## src/rtl/sync_fifo_pkg.sv

```systemverilog
// Shared sizing for the single-clock FIFO: default geometry and pointer/count widths.
// Pure constants and functions; no latency or flow-control implications.
package sync_fifo_pkg;

    localparam int DEFAULT_WIDTH = 8;
    localparam int DEFAULT_DEPTH = 4;

    function automatic int ptr_width(input int depth);
        return (depth > 1) ? $clog2(depth) : 1;
    endfunction

    // One extra bit so that a completely full FIFO (occ == DEPTH) is representable.
    function automatic int cnt_width(input int depth);
        return $clog2(depth) + 1;
    endfunction

endpackage

```

## src/rtl/sync_fifo_mem.sv

```systemverilog
// DEPTH x WIDTH storage with one synchronous write port and a registered read port.
// Read data appears one edge after rd_en and holds otherwise; no flow control of its own.
module sync_fifo_mem
    import sync_fifo_pkg::*;
#(
    parameter int WIDTH = DEFAULT_WIDTH,
    parameter int DEPTH = DEFAULT_DEPTH,
    parameter int AW    = ptr_width(DEFAULT_DEPTH)
) (
    input  logic             clk,
    input  logic             rst,
    input  logic             wr_en,
    input  logic [AW-1:0]    wr_addr,
    input  logic [WIDTH-1:0] wr_data,
    input  logic             rd_en,
    input  logic [AW-1:0]    rd_addr,
    output logic [WIDTH-1:0] rd_data
);

    logic [WIDTH-1:0] mem_q [DEPTH];
    logic [WIDTH-1:0] rd_data_q;

    // Storage is intentionally not reset; only the read register is.
    always_ff @(posedge clk) begin
        if (wr_en) begin
            mem_q[wr_addr] <= wr_data;
        end
    end

    always_ff @(posedge clk) begin
        if (rst) begin
            rd_data_q <= '0;
        end else if (rd_en) begin
            rd_data_q <= mem_q[rd_addr];
        end
    end

    assign rd_data = rd_data_q;

endmodule

```

## src/rtl/sync_fifo.sv

```systemverilog
// Single-clock FIFO, 1-cycle registered read; push refused when full unless popping, pop refused when empty.
// Define SYNC_FIFO_COUNT_EN to expose occupancy count plus sticky overflow/underflow flags.
module sync_fifo
    import sync_fifo_pkg::*;
#(
    parameter int WIDTH = DEFAULT_WIDTH,
    parameter int DEPTH = DEFAULT_DEPTH
) (
    input  logic                   clk,
    input  logic                   rst,
    input  logic                   push,
    input  logic                   pop,
    input  logic [WIDTH-1:0]       write_data,
    output logic [WIDTH-1:0]       read_data,
    output logic                   empty,
    output logic                   full
`ifdef SYNC_FIFO_COUNT_EN
    ,
    output logic [$clog2(DEPTH):0] count,
    output logic                   overflow,
    output logic                   underflow
`endif
);

    localparam int PW = ptr_width(DEPTH);
    localparam int CW = cnt_width(DEPTH);

    logic [PW-1:0] read_pointer, read_pointer_d;
    logic [PW-1:0] write_pointer, write_pointer_d;
    logic [CW-1:0] occ_q, occ_d;
    logic          push_acc, pop_acc;

    // Flags depend only on registered occupancy, never on this cycle's push/pop.
    assign empty = (occ_q == '0);
    assign full  = (occ_q == CW'(DEPTH));

    always_comb begin
        push_acc        = push & (~full | pop);
        pop_acc         = pop & ~empty;
        read_pointer_d  = read_pointer;
        write_pointer_d = write_pointer;
        occ_d           = occ_q;
        if (push_acc) begin
            write_pointer_d = write_pointer + PW'(1);
        end
        if (pop_acc) begin
            read_pointer_d = read_pointer + PW'(1);
        end
        case ({push_acc, pop_acc})
            2'b10:   occ_d = occ_q + CW'(1);
            2'b01:   occ_d = occ_q - CW'(1);
            default: occ_d = occ_q;
        endcase
    end

    always_ff @(posedge clk) begin
        if (rst) begin
            read_pointer  <= '0;
            write_pointer <= '0;
            occ_q         <= '0;
        end else begin
            read_pointer  <= read_pointer_d;
            write_pointer <= write_pointer_d;
            occ_q         <= occ_d;
        end
    end

    sync_fifo_mem #(
        .WIDTH (WIDTH),
        .DEPTH (DEPTH),
        .AW    (PW)
    ) u_mem (
        .clk     (clk),
        .rst     (rst),
        .wr_en   (push_acc & ~rst),
        .wr_addr (write_pointer),
        .wr_data (write_data),
        .rd_en   (pop_acc & ~rst),
        .rd_addr (read_pointer),
        .rd_data (read_data)
    );

`ifdef SYNC_FIFO_COUNT_EN
    logic overflow_q;
    logic underflow_q;

    always_ff @(posedge clk) begin
        if (rst) begin
            overflow_q  <= 1'b0;
            underflow_q <= 1'b0;
        end else begin
            if (push & full & ~pop) begin
                overflow_q <= 1'b1;
            end
            if (pop & empty) begin
                underflow_q <= 1'b1;
            end
        end
    end

    assign count     = occ_q;
    assign overflow  = overflow_q;
    assign underflow = underflow_q;
`endif

endmodule

```

## config.mk

```make
export PLATFORM = sky130hd
export DESIGN_NAME = sync_fifo
export DESIGN_NICKNAME = d
export VERILOG_FILES = /design/src/rtl/sync_fifo_pkg.sv /design/src/rtl/sync_fifo_mem.sv /design/src/rtl/sync_fifo.sv
export SDC_FILE = /design/constraint.sdc
export NUM_CORES = 1
export LEC_CHECK = 0
export ABC_AREA = 1
export BUFFER_PORTS_ARGS = -buffer_cell sky130_fd_sc_hd__buf_2
export CORE_ASPECT_RATIO = 1.25
export CORE_MARGIN = 8
export CORE_UTILIZATION = 45
export DETAILED_ROUTE_END_ITERATION = 16
export GPL_TIMING_DRIVEN = 1
export HOLD_SLACK_MARGIN = 0.15
export PLACE_DENSITY = 0.61
export REMOVE_ABC_BUFFERS = 1
export SYNTH_ARGS = -nofsm -noshare
export SYNTH_HDL_FRONTEND = slang
export SYNTH_HIERARCHICAL = 1
export SYNTH_SLANG_ARGS = --single-unit
```

## constraint.sdc

```tcl
create_clock -name clk -period 4.2 [get_ports clk]
set_input_delay 0.63 -clock clk [delete_from_list [all_inputs] [get_ports clk]]
set_output_delay 0.63 -clock clk [all_outputs]
set_load 0.05 [all_outputs]
```

== Word-level counts from Yosys, hierarchy flattened ==
Memories as Yosys holds them, arrays and structs flattened. A register that Yosys moved wholly into a read port is not among the register bits.
Cells that the tools add are included.
Word-level totals
  input port bits: 12
  flip-flop bits (word level): 7
  RAM bits: 32
  memories: 1
  word-level logic and storage cells: 24
  output and inout port bits: 10
Memory list
  u_mem.mem_q: words 4, bits a word 8, rd ports 1, clocked after Yosys merged registers in 1, wr ports 1, line sync_fifo_mem.sv:20  | logic [WIDTH-1:0] mem_q [DEPTH];
Cells by class
  mux-type cells: 3
  bitwise operators: 8
  equal/unequal tests: 3
  $add $sub $neg: 4
  reductions and logical operators: 2
Operators by type and width (number)
  one-hot mux 3 bit (2 select lines): 1
  adder 2 x 1 -> 2 bit (second input constant): 2
  bitwise AND 1 bit: 4
  adder 3 x 1 -> 3 bit (second input constant): 1
  == test 3 bit (second input constant): 1
  logical NOT 3 bit: 1
  inverter 1 bit: 3
  subtractor 3 x 1 -> 3 bit (second input constant): 1
  == test 2 x 1 -> 1 bit (second input constant): 1
  == test 2 bit (second input constant): 1
  2-to-1 mux 1 bit: 2
  nonzero test 2 bit: 1
  bitwise OR 1 bit: 1

== Logic depth before layout (Yosys ltp) ==
  word-level depth: 7
  depth in mapped cells: 13
  mapped depth without buffers: 13

== Modules after synthesis ==
The synthesis kept the hierarchy.
By module, submodules not included
  sync_fifo_mem: area each 1559.0 um2, cells each 127, times used 1, seq. area each 1121.1 um2
  sync_fifo: area each 401.6 um2, cells each 60, times used 1, seq. area each 140.1 um2

== Least setup slack after synthesis ==
OpenSTA, ideal clock, no wires.
  path kind: register to output
  from: register occ_q[2]
  to: output full
  arrival time: 1449 ps
  buffers on the path: 0
  cell stages (with the launch flop): 3
  required time: 3570 ps
  slack: 2121 ps
  cell sequence: dfxtp_1 -> inv_1 -> nor3_1
On the way
  word-level cells in the longest chain between the ends: 1
Ends and longest elaborated chain
  start, declared: line sync_fifo.sv:30  | logic [CW-1:0] occ_q, occ_d;
  start signal, assigned: line sync_fifo.sv:60  | occ_q <= '0;
  start signal, assigned: line sync_fifo.sv:64  | occ_q <= occ_d;
  == test 3 bit: line sync_fifo.sv:35  | assign full = (occ_q == CW'(DEPTH));
  end, declared: line sync_fifo.sv:16  | output logic full
Every way passes these cells.

== Worst setup path in the final report ==
  from: input pop
  to: memory u_mem/mem_q[2][0] (netlist bit), enable pin
On the way
  word-level cells in the longest chain between the ends: 5
Ends and longest elaborated chain
  start, declared: line sync_fifo.sv:12  | input logic pop,
  bitwise OR 1 bit: line sync_fifo.sv:38  | push_acc = push & (~full | pop);
  bitwise AND 1 bit: line sync_fifo.sv:38
  bitwise AND 1 bit: line sync_fifo.sv:75  | .wr_en (push_acc & ~rst),
  2-to-1 mux 1 bit: line sync_fifo_mem.sv:25  | if (wr_en) begin
  2-to-1 mux 1 bit (implied by the code): line sync_fifo_mem.sv:26  | mem_q[wr_addr] <= wr_data;
  end, declared: line sync_fifo_mem.sv:20
Every way passes these cells.

==> flow_summary.yaml <==
status:
  status: "complete, no violations"
detailed_routing:
  post_drt_wl_per_cell_um: 13.7
  drc: 0
  drtIter0Drc: 95
  num_vias: 1316
  dr.pass1.iters: 4
  drt-total-wl_mm: 3.69
  ant_nets: 0
  viasPerCell: 4.87
place:
  dp_cells: 262
  numPortBuffers: 21
  hpwl_mm: 2.88
  gp_congestion: 0.807
finish:
  insertedDiodeCount: 0
  area_growth_syn_to_layout_pct: 11.4
  regArea_sq_um: 1260
  nNetsFinal: 225
  drive_above_1_share_pct: 21.2
  final_util_pct: 50.9
  n_fill_cell: 396
  multi_input_area_sq_um: 568
  final_cells: 270
clock_network:
  clock-sinks: 47
  cts_buffer_depth: 2
  cts_tree: "built"
  numCtsBuffers: 5
  cts_hold_buf: 0
  postCtsResizedCells: 0
  clkSlewWorstSetupHoldPaths_ps: 80
  cts_setup_buffers: 0
  h-tree-depth: 2
  clk_latency_ps: 300
  cts_root_buffer: "clkbuf_8"
critical_path:
  cpMostUsedCell: "inv_1"
  slowest_stage: "nor3_1"
  cp-start-kind: "primary input"
  reg2reg_from: "occ_q[0]"
  path_cells: "buf_2, inv_1, nand3_2, nand2_1, nor2_1, inv_1, nor3_1"
  arrival_ps: 1940
  crit_required_ps: 4120
  crit_fanout: 8
  endpoint_kind: "flip-flop"
  slowest_delay_ps: 800
  path_class: "in2reg"
  crit_start: "pop"
die:
  start_util_pct: 45.7
  io_pins: 22
  die_h_um: 89.8
  die_area_sq_um: 6740
  rows: 27
  die_w_um: 75.0
  fp.coreArea_sq_um: 4290
sta:
  max_freq_mhz: 496
  fin_crit_sh_pct: 48.0
  final.setup_skew_ps: 6.52
  holdWs_ps: 514
  setup_violations: 0
  hold_viol_final: 0
  relSlewSlack_pct: 29.8
  setup-tns-final_ps: 0
  rsz0062_at_grt: "no"
  worst_pin_slew_ps: 1040
  slew_violations: 0
  layout_min_cycle_time_ps: 2020
synthesis:
  ys_async_sr_fraction_pct: 0
  synth_top_area_share_pct: 49.0
  synth_most_common_cell: "nand2_1"
  synthCells: 187
  synth_area_leader_cell: "edfxtp_1"
  synth_area_sq_um: 1960
  ys_types: 20
  ys_top_cells_by_area: "edfxtp_1 (49%), dfxtp_1 (15%), nand2_1 (9.4%)"
  synth_edf_count: 32
  avgSynthCellArea_sq_um: 10.5
  ys_seq_area_share_pct: 64.3
  synth.ff_latch_count: 47
  synthFlopType: "edfxtp_1"
  netlist_top_cells_count: "nand2_1 (49), edfxtp_1 (32), nand3_1 (20)"
  synth_warnings: 6
global_route:
  grt_pass1_vias: 1361
  grt_overflow_total: 0
  grt_pass1_wl_mm: 6.26
  grt_usage_pct: 12.4
  grt_max_degree: 22
  antenna_found_initial: 0
min_path:
  hp-start: "occ_q[0]"
  min_path_type: "reg2reg"
flow_run:
  cap_violations: 0
pwr:
  cellPowerDensity_nw_per_um2: 553
  p_leak_nw: 0.886
  vdd_drop_max_uv: 438
[cell type report]
class | instances | area share (%)
clock inverters | 1 | 0.172
multi-input cells | 116 | 26.0
inverters | 19 | 3.61
clock buffers | 7 | 3.95
flip-flops and latches | 47 | 57.8
repair buffers | 22 | 5.16
well taps | 58 | 3.32
[stage by stage]
stage	area, sq um	power (mW)	setup slack (ps)
floorplan	1910	0.861	2120
global placement	2090	0.950	1930
detailed placement	2090	0.956	1870
CTS	2180	1.22	2200
global route	2180	1.29	1990
finish	2180	1.21	2180
[critical path, delay by kind of cell]
family	cells	cell delay (ps)
buffers and inverters	3	250
and+or+nand+nor	4	1070
[cell families (layout without fill, tap and decap cells)]
| group | count (synthesis) | in the layout | synth area share (%) |
|---|---|---|---|
| AO/OA/AOI/OAI | 23 | 23 | 6.83 |
| adder cells (fa/ha/maj) | 2 | 2 | 1.66 |
| flip-flops | 47 | 47 | 64.3 |
| buffers and inverters | 24 | 49 | 6.70 |
| AND/OR/NAND/NOR | 91 | 91 | 20.5 |
[path summary, 6_finish.rpt]
kind	to	slack [ps]	cells after the start
max	u_mem/mem_q[2][0]	2180	7
min	occ_q[0]	510	1
max reg2reg	u_mem/mem_q[2][0]	2200	6
min reg2reg	occ_q[0]	510	1
[layout by cell type (no fill, tap or decap)]
cell type,instances
inv_8,1
clkinv_1,1
nand2_2,7
edfxtp_1,32
o21ai_0,10
a21oi_2,5
nand3_2,1
ha_1,1
buf_4,1
clkbuf_8,6
nor2_2,2
nor2_1,7
clkbuf_1,1
buf_2,21
inv_1,17
fa_1,1
inv_2,1
nand3_1,20
a21oi_1,8
nor3_1,5
nand2_1,49
dfxtp_1,15
[layer usage]
metal / global-route usage [%] / vias to the layer above / share of wire (%)
met5: 0 / - / 0
met4: 7.54 / 0 / 3.0
met3: 2.89 / 11 / 4.8
met2: 20.2 / 30 / 52
met1: 13.8 / 604 / 40
li1: - / 671 / -
[where the power goes]
part	switching (mW)	internal [mW]	leakage, nW
Combinational	0.253	0.102	0.426
Clock	0.134	0.132	0.0459
Sequential	0.0498	0.538	0.414
[registers in the layout, summed over array words and instances, names as in the netlist]
register       flops
occ_q              3
read_pointer       2
u_mem/rd_data      8
u_mem/mem_q       32
write_pointer      2
(Power assumes the default switching activity.)
